===== src/rtl/lap_record_pkg_57.sv =====
// Shared types and constants for the lap/snapshot record controller.
package lap_record_pkg_57;

    typedef enum logic [1:0] {
        ST_IDLE,
        ST_WRITE,
        ST_RD_ISSUE,
        ST_RD_WAIT
    } state_t;

    localparam int         TIME_W   = 21;
    localparam logic [2:0] SLOT_CLK = 3'd0;

    localparam int SEC_LSB  = 0;
    localparam int SEC_MSB  = 6;
    localparam int MIN_LSB  = 7;
    localparam int MIN_MSB  = 13;
    localparam int HOUR_LSB = 14;
    localparam int HOUR_MSB = 20;

endpackage


===== src/rtl/lap_record_ctrl_57_view_nav.sv =====
// Browse pointer wrap: next/prev over slot 0 and lap slots 1..lap_count.
module view_nav_57
    import lap_record_pkg_57::*;
(
    input  logic [2:0] cur_addr,
    input  logic [2:0] lap_count,
    input  logic       next,
    input  logic       prev,
    output logic [2:0] new_addr,
    output logic       move
);

    always_comb begin
        new_addr = cur_addr;
        move     = next ^ prev;
        if (next && !prev) begin
            new_addr = (cur_addr >= lap_count) ? 3'd0 : cur_addr + 3'd1;
        end else if (prev && !next) begin
            new_addr = (cur_addr == 3'd0) ? lap_count : cur_addr - 3'd1;
        end
    end

endmodule


===== src/rtl/lap_record_ctrl_57.sv =====
// Register-file arbiter for lap capture, clock snapshot and display browse.
// Define LAP_OVERWRITE_EN to let laps overwrite the oldest slot when full.
module lap_record_ctrl_57 #(
    parameter int         N_LAP    = 6,
    parameter logic [2:0] SLOT_CLK = lap_record_pkg_57::SLOT_CLK
) (
    input  logic        clk_57,
    input  logic        rst_n_57,
    input  logic        lap_req_57,
    input  logic [20:0] lap_time_57,
    input  logic        save_req_57,
    input  logic [20:0] clk_time_57,
    input  logic        view_next_57,
    input  logic        view_prev_57,
    input  logic        clear_laps_57,
    output logic        reg_write_e_57,
    output logic [2:0]  reg_write_addr_57,
    output logic [20:0] reg_wdata_57,
    output logic        reg_read_e_57,
    output logic [2:0]  reg_read_addr_57,
    input  logic [20:0] reg_rdata_57,
    output logic [2:0]  view_addr_57,
    output logic [20:0] view_time_57,
    output logic        view_valid_57,
    output logic [2:0]  lap_count_57,
    output logic        lap_full_57,
    output logic        busy_57
);
    import lap_record_pkg_57::*;

    localparam logic [2:0] LAP_MAX = 3'(N_LAP);

    state_t      state_q, state_d;
    logic        lap_pend_q, lap_pend_d;
    logic        save_pend_q, save_pend_d;
    logic        view_pend_q, view_pend_d;
    logic        clr_pend_q, clr_pend_d;
    logic        wr_lap_q, wr_lap_d;
    logic [2:0]  wr_addr_q, wr_addr_d;
    logic [2:0]  wr_ptr_q, wr_ptr_d;
    logic [2:0]  lap_count_q, lap_count_d;
    logic [2:0]  view_addr_q, view_addr_d;
    logic        view_valid_q, view_valid_d;
    logic [20:0] lap_data_q, lap_data_d;
    logic [20:0] save_data_q, save_data_d;
    logic [20:0] wr_data_q, wr_data_d;
    logic [20:0] view_time_q, view_time_d;

    logic [2:0]  nav_addr;
    logic        nav_move;
    logic        lap_block;
    logic        in_lap_wr;
    logic        clr_now;
    logic        lap_acc;

    view_nav_57 u_nav (
        .cur_addr  (view_addr_q),
        .lap_count (lap_count_q),
        .next      (view_next_57),
        .prev      (view_prev_57),
        .new_addr  (nav_addr),
        .move      (nav_move)
    );

`ifdef LAP_OVERWRITE_EN
    assign lap_block = 1'b0;
`else
    assign lap_block = lap_full_57;
`endif

    always_comb begin
        state_d      = state_q;
        lap_pend_d   = lap_pend_q;
        save_pend_d  = save_pend_q;
        view_pend_d  = view_pend_q;
        wr_lap_d     = wr_lap_q;
        wr_addr_d    = wr_addr_q;
        wr_ptr_d     = wr_ptr_q;
        lap_count_d  = lap_count_q;
        view_addr_d  = view_addr_q;
        view_valid_d = view_valid_q;
        lap_data_d   = lap_data_q;
        save_data_d  = save_data_q;
        wr_data_d    = wr_data_q;
        view_time_d  = view_time_q;

        // A clear arriving during a lap write is deferred by one cycle
        in_lap_wr  = (state_q == ST_WRITE) && wr_lap_q;
        clr_now    = (clear_laps_57 && !in_lap_wr) || clr_pend_q;
        clr_pend_d = clear_laps_57 && in_lap_wr;
        lap_acc    = lap_req_57 && !clear_laps_57 && !lap_block;

        unique case (state_q)
            ST_IDLE: begin
                if (lap_pend_q && lap_block) begin
                    lap_pend_d = 1'b0;
                end
                if (lap_pend_q && !clr_now && !lap_block) begin
                    state_d    = ST_WRITE;
                    wr_lap_d   = 1'b1;
                    wr_addr_d  = wr_ptr_q;
                    wr_data_d  = lap_data_q;
                    lap_pend_d = 1'b0;
                end else if (save_pend_q) begin
                    state_d     = ST_WRITE;
                    wr_lap_d    = 1'b0;
                    wr_addr_d   = SLOT_CLK;
                    wr_data_d   = save_data_q;
                    save_pend_d = 1'b0;
                end else if (view_pend_q) begin
                    state_d = ST_RD_ISSUE;
                end
            end
            ST_WRITE: begin
                state_d = ST_IDLE;
                if (wr_lap_q) begin
                    wr_ptr_d     = (wr_ptr_q == LAP_MAX) ? 3'd1
                                 : wr_ptr_q + 3'd1;
                    lap_count_d  = (lap_count_q == LAP_MAX) ? lap_count_q
                                 : lap_count_q + 3'd1;
                    view_addr_d  = wr_addr_q;
                    view_pend_d  = 1'b1;
                    view_valid_d = 1'b0;
                end else if (view_addr_q == wr_addr_q) begin
                    view_pend_d  = 1'b1;
                    view_valid_d = 1'b0;
                end
            end
            ST_RD_ISSUE: begin
                state_d     = ST_RD_WAIT;
                view_pend_d = 1'b0;
            end
            ST_RD_WAIT: begin
                state_d      = ST_IDLE;
                view_time_d  = reg_rdata_57;
                view_valid_d = !view_pend_q;
            end
        endcase

        if (nav_move) begin
            view_addr_d  = nav_addr;
            view_pend_d  = 1'b1;
            view_valid_d = 1'b0;
        end

        if (clr_now) begin
            lap_count_d  = 3'd0;
            wr_ptr_d     = 3'd1;
            view_addr_d  = 3'd0;
            view_pend_d  = 1'b1;
            view_valid_d = 1'b0;
            lap_pend_d   = 1'b0;
        end

        // Latched data is last-wins; the write copy was taken above
        if (lap_acc) begin
            lap_pend_d = 1'b1;
            lap_data_d = lap_time_57;
        end
        if (save_req_57) begin
            save_pend_d = 1'b1;
            save_data_d = clk_time_57;
        end
    end

    always_ff @(posedge clk_57 or negedge rst_n_57) begin
        if (!rst_n_57) begin
            state_q      <= ST_IDLE;
            lap_pend_q   <= 1'b0;
            save_pend_q  <= 1'b0;
            view_pend_q  <= 1'b0;
            clr_pend_q   <= 1'b0;
            wr_lap_q     <= 1'b0;
            wr_addr_q    <= 3'd0;
            wr_ptr_q     <= 3'd1;
            lap_count_q  <= 3'd0;
            view_addr_q  <= 3'd0;
            view_valid_q <= 1'b0;
            lap_data_q   <= '0;
            save_data_q  <= '0;
            wr_data_q    <= '0;
            view_time_q  <= '0;
        end else begin
            state_q      <= state_d;
            lap_pend_q   <= lap_pend_d;
            save_pend_q  <= save_pend_d;
            view_pend_q  <= view_pend_d;
            clr_pend_q   <= clr_pend_d;
            wr_lap_q     <= wr_lap_d;
            wr_addr_q    <= wr_addr_d;
            wr_ptr_q     <= wr_ptr_d;
            lap_count_q  <= lap_count_d;
            view_addr_q  <= view_addr_d;
            view_valid_q <= view_valid_d;
            lap_data_q   <= lap_data_d;
            save_data_q  <= save_data_d;
            wr_data_q    <= wr_data_d;
            view_time_q  <= view_time_d;
        end
    end

    assign reg_write_e_57    = (state_q == ST_WRITE);
    assign reg_write_addr_57 = reg_write_e_57 ? wr_addr_q : 3'd0;
    assign reg_wdata_57      = reg_write_e_57 ? wr_data_q : '0;
    assign reg_read_e_57     = (state_q == ST_RD_ISSUE);
    assign reg_read_addr_57  = reg_read_e_57 ? view_addr_q : 3'd0;
    assign view_addr_57      = view_addr_q;
    assign view_time_57      = view_time_q;
    assign view_valid_57     = view_valid_q;
    assign lap_count_57      = lap_count_q;
    assign lap_full_57       = (lap_count_q == LAP_MAX);
    assign busy_57           = (state_q != ST_IDLE);

endmodule


===== config.mk =====
export PLATFORM = sky130hd
export DESIGN_NAME = lap_record_ctrl_57
export DESIGN_NICKNAME = d
export VERILOG_FILES = /design/src/rtl/lap_record_pkg_57.sv /design/src/rtl/lap_record_ctrl_57_view_nav.sv /design/src/rtl/lap_record_ctrl_57.sv
export SDC_FILE = /design/constraint.sdc
export NUM_CORES = 1
export LEC_CHECK = 0
export BUFFER_PORTS_ARGS = -buffer_cell sky130_fd_sc_hd__buf_2
export CORE_MARGIN = 8
export CORE_UTILIZATION = 53
export DETAILED_ROUTE_END_ITERATION = 16
export GPL_TIMING_DRIVEN = 0
export PLACE_DENSITY = 0.77
export SLEW_MARGIN = 30
export SYNTH_ARGS = -nofsm -noshare
export SYNTH_HDL_FRONTEND = slang
export SYNTH_SLANG_ARGS = --single-unit

===== constraint.sdc =====
create_clock -name clk_57 -period 2.7 [get_ports clk_57]
set_input_delay 0.27 -clock clk_57 [delete_from_list [all_inputs] [get_ports clk_57]]
set_output_delay 0.27 -clock clk_57 [all_outputs]
set_load 0.01 [all_outputs]

==> results of run 1 <==
sequential cells by signal, summed over array words and instances, names as in the netlist:
signal / cells
lap_pend_q: 1
view_pend_q: 1
clr_pend_q: 1
state_q: 2
save_data_q: 21
lap_count_57: 3
view_addr_57: 3
wr_data_q: 21
wr_ptr_q: 3
view_valid_57: 1
lap_data_q: 21
save_pend_q: 1
wr_addr_q: 3
view_time_57: 21
wr_lap_q: 1
worst min path at each step:
stage	start	end	cells past startpoint	slack, ns
after floorplan	rst_n_57	clr_pend_q$_DFF_PN0_	0	-0.03
after global placement	wr_data_q[3]$_DFFE_PN0P_	wr_data_q[3]$_DFFE_PN0P_	1	0.48
after detailed placement	rst_n_57	lap_count_57[2]$_DFFE_PN0P_	1	0.18
after CTS	lap_time_57[4]	lap_data_q[4]$_DFFE_PN0P_	2	0.12
after global routing	reg_rdata_57[20]	view_time_57[20]$_DFFE_PN0P_	2	0.12
final	reg_rdata_57[2]	view_time_57[2]$_DFFE_PN0P_	2	0.14
power by group:
part           internal [W]  switching, W  leakage (nW)
clock network      0.000448      0.000512        0.0909
logic               0.00131       0.00117          1.50
registers           0.00205      0.000296          1.24
through the flow:
step | util (%) | worst slack [ns] | cells | power (W) | instance area, sq um
2_1_floorplan | - | 0.361 | 363 | 0.00404 | 4910
3_3_place_gp | 62.5 | 0.270 | 602 | 0.00478 | 5690
3_5_place_dp | 62.9 | 0.232 | 603 | 0.00489 | 5730
4_1_cts | 65.1 | 0.170 | 618 | 0.00586 | 5930
5_1_grt | 65.1 | 0.0278 | 618 | 0.00619 | 5930
6_report | 65.1 | 0.232 | 618 | 0.00578 | 5930
kinds of logic after synthesis:
kind of cell / after synthesis / synth area share, %
adder cells (fa/ha/maj): 14 / 3.57
buffers and inverters: 34 / 3.41
flip-flops: 104 / 53.0
AO/OA/AOI/OAI: 35 / 5.48
XOR/XNOR: 6 / 1.07
multiplexers: 110 / 26.3
AND/OR/NAND/NOR: 60 / 7.16
repair_timing:
item                                   CTS  global route
endpoints found under the hold margin   31             0
resized for setup                        0             0
hold buffers                             1             0
cell usage in the layout (no fill, tap or decap), types with 2 or more instances in the layout:
| cell type | count |
|---|---|
| buf_2 | 129 |
| nand2_1 | 7 |
| o21ai_0 | 4 |
| dfrtp_1 | 103 |
| a32o_1 | 3 |
| a21oi_1 | 9 |
| and2_1 | 29 |
| buf_6 | 4 |
| mux2_4 | 16 |
| nand2b_1 | 7 |
| mux2i_1 | 5 |
| clkbuf_1 | 9 |
| buf_1 | 4 |
| a221oi_1 | 5 |
| xnor2_1 | 5 |
| or2_2 | 2 |
| nor2_1 | 6 |
| clkbuf_8 | 10 |
| mux2_2 | 89 |
| a211oi_1 | 4 |
| inv_1 | 14 |
| clkinvlp_4 | 2 |
| ha_1 | 14 |
area by class of cell:
type	count	share of cell area [%]
multi-input combinational	225	36.1
tap	111	2.34
timing repair buffer	130	11.5
sequential	104	43.9
buffer	20	1.94
clock buffer	10	2.32
clock inverter	4	0.908
inverter	14	0.887
routing by layer:
layer  GRT usage [%]  up-vias  routed length [um]
met4            4.59        4                  89
met3            6.60       12                 847
met1            20.1     1625                4400
met5               0        -                  27
li1                -     1549                   -
met2            29.8      103                5270
==> out/results.ini, run 1 <==
[sta]
period_share_pct = 91.4
finalHoldViolations = 0
setup_viol = 0
worst_hold_slack_ns = 0.140
worst_slew_pin_slew_ns = 0.645
rsz0062_at_grt = false
clock_skew_ns = 0.0149
slew_headroom_pct = 57.0
layout_min_cycle_time_ns = 2.47
fmax_mhz = 405
tns_ns = 0
maxSlewViolCount = 0

[place]
gp_congestion = 0.784
dp_hpwl_um = 8020
io_buffer_count = 128

[clock_network]
h-tree-depth = 3
clockBufferDepth = 2
cts_root_buf = clkbuf_8
cts_buffers = 9
post_cts_buffers = 0
clkLatencyLatePin_ns = 0.36
path_clk_slew_ns = 0.10
cts.sinks = 104
cts_tree = done

[synthesis]
syn_area_per_cell_sq_um = 13.5
synthDistinctLibCells = 44
synth_edf_count = 0
yosys.area.top_type_share_pct = 52.5
async_flop_share_pct = 100
ys_ff_latch = 104
synthCells = 363
netlist_area_sq_um = 4910
ys_seq_area_share_pct = 53.0
synth_nets = 447
synth.most_common_cell = dfrtp_1
yosys.area.top_type = dfrtp_1
synth_common_cells = 103 x dfrtp_1, 89 x mux2_2, 29 x and2_1, 16 x mux2_4
synthFlopType = dfrtp_1
synth_warnings = 0
yosys-top-cells-area = dfrtp_1 52%, mux2_2 20%, mux2_4 4.9%

[min_path]
worstHoldPathType = primary input to flop

[worst_setup_path]
r2r_end = wr_data_q[19]$_DFFE_PN0P_
cpPeakStageDelay_ns = 0.44
path_delay_family = multiplexers
critPathRequiredTime_ns = 2.93
crit_path_start_kind = flop
slowest_stage = dfrtp_1
r2r_setup_slack_ns = 0.23
arrival_ns = 2.70
end_kind = flop
critPathCapture = wr_data_q[19]$_DFFE_PN0P_
path_buf_inv = 3
cp-startpoint = lap_count_57[0]$_DFFE_PN0P_
crit_cells = 8
ff2ff_path_depth = 8
path_cells = inv_1 -> ha_1 -> and2_1 -> a2111oi_4 -> buf_6 -> buf_8 -> mux2_2 -> mux2_4
critPathKind = flop to flop
r2r_start = lap_count_57[0]$_DFFE_PN0P_
cp_max_fo = 10

[route]
postRouteAntennaNets = 0
drt_iter0_markers = 177
dr.pass1.iters = 4
drc = 0
wirelength_um = 10600
wire_per_inst_um = 17.2
avgViaCountPerCell = 5.33
vias = 3293

[finish]
area_growth_pct = 20.7
nNetsFinal = 588
drive_above_1_share_pct = 51.7
n_antenna_cell = 0
multi_input_area_sq_um = 2140
regArea_sq_um = 2600
fill_cells = 751

[status]
status = complete, no violations

[power_and_ir_drop]
ir_drop_mv = 0.436
leakage_nw = 2.83
power_density_nw_per_um2 = 976

[global_route]
grt-ovfl-total = 0
grtUsageTotal_pct = 17.4
grt_pass1_wl_um = 18000
grt_antenna_before_repair = 2
grt_pass1_vias = 3732
grt_max_degree = 74

[floorplan]
die_y_um = 112
die_x_um = 112
die_area_sq_um = 12600
row_count = 35
pin_count = 129
core_area_sq_um = 9110
start_util_pct = 53.9

[job]
drv_cap = 0

Note: power is estimated with default switching activity, not from simulation.
==> run 2: changes to the inputs <==
--- a/config.mk
+++ b/config.mk
@@ -5,6 +5,7 @@
 export SDC_FILE = /design/constraint.sdc
 export NUM_CORES = 1
 export LEC_CHECK = 0
+export ABC_AREA = 1
 export BUFFER_PORTS_ARGS = -buffer_cell sky130_fd_sc_hd__buf_2
 export CORE_MARGIN = 8
 export CORE_UTILIZATION = 53
==> constraint.sdc (replaced) <==
create_clock -name clk_57 -period 2.7 [get_ports clk_57]
set_input_delay 0.27 -clock clk_57 [delete_from_list [all_inputs] [get_ports clk_57]]
set_output_delay 0.27 -clock clk_57 [all_outputs]
set_load 0.005 [all_outputs]
==> run 2 against run 1 <==
Net effect:
- critical path depth decreased by 1
- die area increased by 2.3%
- combinational power decreased by 16%
- count of clock-buffer cells in the layout unchanged
- via count increased by 32%
- sequential cell count unchanged
- fmax increased by 9.7%
- largest cell class unchanged
- largest power group is now sequential cells
- highest routed layer is now met4
==> out/results.ini, run 2 <==
[worst_setup_path]
crit_path_start_kind = flop
arrival_ns = 1.98  ; -0.72 ns
cp_max_fo = 10  ; unchanged
end_kind = primary output
critPathRequiredTime_ns = 2.43  ; -0.50 ns
critPathKind = flop to primary output

[route]
drt-met1-wl_um = 5370  ; +22%
vias = 4337  ; +32%
highest_layer = met4
dr.pass1.iters = 4  ; unchanged
avgViaCountPerCell = 4.87  ; -8.7%
wl_met3_um = 764  ; -9.8%
drt_iter0_markers = 264  ; +49%
wirelength_um = 12100  ; +14%
postRouteAntennaNets = 0  ; unchanged
drc = 0  ; unchanged
wire_per_inst_um = 13.6  ; -21%
met2RoutedLength_um = 5870  ; +11%

[synthesis]
async_flop_share_pct = 100  ; unchanged
yosys.area.top_type = dfrtp_1
synthFlopType = dfrtp_1
synth_edf_count = 0  ; unchanged
synth_nets = 701  ; +57%
syn_area_per_cell_sq_um = 8.18  ; -40%
synth_common_cells = 307 x nand2_1, 103 x dfrtp_1, 59 x inv_1, 24 x nand4_1, 21 x mux2_2
ys_ff_latch = 104  ; unchanged
synthDistinctLibCells = 29  ; -34%
yosys-top-cells-area = dfrtp_1 51%, nand2_1 23%, mux2_2 4.7%
netlist_area_sq_um = 5050  ; +2.7%
synth_warnings = 0  ; unchanged
synthCells = 617  ; +70%
synth.most_common_cell = nand2_1
ys_seq_area_share_pct = 51.6  ; -1.4 points
yosys.area.top_type_share_pct = 51.1  ; -1.4 points

[sta]
fmax_mhz = 444  ; +9.7%
tns_ns = 0  ; unchanged
period_share_pct = 83.3  ; -8.1 points
worst_hold_slack_ns = 0.103  ; -0.0374 ns
worst_slew_pin_slew_ns = 0.500  ; -0.145 ns
setup_viol = 0  ; unchanged
rsz0062_at_grt = false
setup_ws_ns = 0.450  ; +0.218 ns
finalHoldViolations = 0  ; unchanged
slew_headroom_pct = 66.7  ; +9.6 points
maxSlewViolCount = 0  ; unchanged
clock_skew_ns = 0.0102  ; -0.00471 ns
layout_min_cycle_time_ns = 2.25  ; -0.218 ns

[global_route]
grt_antenna_before_repair = 0  ; -2
grt_max_degree = 56  ; -24%
grt_pass1_wl_um = 20600  ; +14%
grtUsageTotal_pct = 19.3  ; +1.9 points
grt_pass1_vias = 4464  ; +20%
grt-ovfl-total = 0  ; unchanged

[power_and_ir_drop]
power_density_nw_per_um2 = 880  ; -9.8%
leakage_nw = 3.62  ; +28%
ir_drop_mv = 0.376  ; -14%
switchingPower_w = 0.00206  ; +4.1%
pwr-share-seq_pct = 43.5  ; +3.0 points
power_w = 0.00535  ; -7.5%
p_sw_share_pct = 38.6  ; +4.3 points
pwr-share-clk_pct = 17.5  ; +0.9 points
internal-power_w = 0.00328  ; -14%
p_comb_share_pct = 38.9  ; -4.0 points

[finish]
layoutNonFillerInstCount = 891  ; +44%
area_growth_pct = 20.5
nNetsFinal = 842  ; +43%
fill_cells = 824  ; +9.7%
final_cell_mix = 307 x nand2_1, 132 x buf_2, 103 x dfrtp_1
n_antenna_cell = 0  ; unchanged
final_common_cell = nand2_1
drive_above_1_share_pct = 24.5  ; -27 points

[floorplan]
die_y_um = 114  ; +1.2%
pin_count = 129  ; unchanged
row_count = 35  ; unchanged
die_x_um = 114  ; +1.2%
die_area_sq_um = 12900  ; +2.3%
core_area_sq_um = 9240  ; +1.4%
start_util_pct = 54.6  ; +0.68 points

[clock_network]
h-tree-depth = 3  ; unchanged
cts.sinks = 104  ; unchanged
ctsResizeCount = 0  ; unchanged
cts_tree = done
clkLatencyLatePin_ns = 0.36  ; about the same
cts_buffers = 9  ; unchanged
post_cts_buffers = 0  ; unchanged
cts_root_buf = clkbuf_8
cts_hold_buf = 1  ; unchanged
clockBufferDepth = 2  ; unchanged
path_clk_slew_ns = 0.10  ; about the same

[place]
gp_congestion = 0.844  ; +7.6%
dp_hpwl_um = 9360  ; +17%
dp_slack_ns = 0.816  ; +0.584 ns
io_buffer_count = 128  ; unchanged
dp.cells = 875  ; +45%

[job]
drv_cap = 0  ; unchanged

[status]
status = complete, no violations

[min_path]
worstHoldPathType = primary input to flop

[run 2: final cells by class]
class / instances / area [sq um] / share of cell area, %
Buffer: 25 / 130 / 2.14
Clock inverter: 5 / 58.8 / 0.967
Multi-Input combinational cell: 428 / 2090 / 34.3
Timing Repair Buffer: 130 / 684 / 11.3
Inverter: 60 / 225 / 3.71
Clock buffer: 10 / 128 / 2.10
Sequential cell: 104 / 2600 / 42.8
Tap cell: 129 / 161 / 2.66
[run 2: final timing paths]
kind	start	to	slack [ns]	cells past startpoint
max in group asynchronous	rst_n_57	wr_ptr_q[0]$_DFFE_PN1P_	1.62	3
min reg2reg	view_time_57[20]$_DFFE_PN0P_	view_time_57[20]$_DFFE_PN0P_	0.47	2
min	clk_time_57[15]	save_data_q[15]$_DFFE_PN0P_	0.10	3
min in group asynchronous	rst_n_57	view_addr_57[0]$_DFFE_PN0P_	0.42	2
max reg2reg	state_q[1]$_DFFE_PN0P_	wr_data_q[20]$_DFFE_PN0P_	0.79	10
max	state_q[1]$_DFFE_PN0P_	reg_wdata_57[11]	0.45	7
[run 2: kinds of logic (layout without fill, tap and decap cells)]
| group | after synthesis | count (layout) | share of synthesized area [%] |
|---|---|---|---|
| XOR/XNOR | 3 | 3 | 0.521 |
| AND/OR/NAND/NOR | 368 | 368 | 30.1 |
| buffers and inverters | 85 | 230 | 7.04 |
| multiplexers | 21 | 21 | 4.69 |
| flip-flops | 104 | 104 | 51.6 |
| AO/OA/AOI/OAI | 22 | 22 | 2.58 |
| adder cells (fa/ha/maj) | 14 | 14 | 3.47 |
[run 2: metrics by stage]
stage	area, sq um	util [%]
4_1_cts	6080	65.8
3_3_place_gp	5850	63.3
3_5_place_dp	5880	63.7
2_1_floorplan	5050	-
6_report	6080	65.8
5_1_grt	6080	65.8
[run 2: critical path, stage by stage, from the launching register on]
cell	delay, ns
dfrtp_1	0.43
inv_1	0.12
ha_1	0.18
buf_4	0.17
clkbuf_1	0.39
nand2_1	0.11
inv_1	0.10
buf_2	0.12
[run 2: power by group through the flow]
stage / Combinational (W) / Clock, W / Sequential, W
5_1_grt: 0.00239 / 0.00103 / 0.00238
3_3_place_gp: 0.00202 / 0 / 0.00233
6_report: 0.00208 / 0.000938 / 0.00233
2_1_floorplan: 0.00134 / 0 / 0.00231
4_1_cts: 0.00211 / 0.000964 / 0.00232
3_5_place_dp: 0.00210 / 0 / 0.00235
[run 2: metal layers]
| metal | global-route usage, % | up-vias |
|---|---|---|
| li1 | - | 2192 |
| met1 | 23.8 | 2009 |
| met2 | 33.5 | 129 |
| met3 | 4.38 | 7 |
| met4 | 4.88 | 0 |
| met5 | 0 | - |
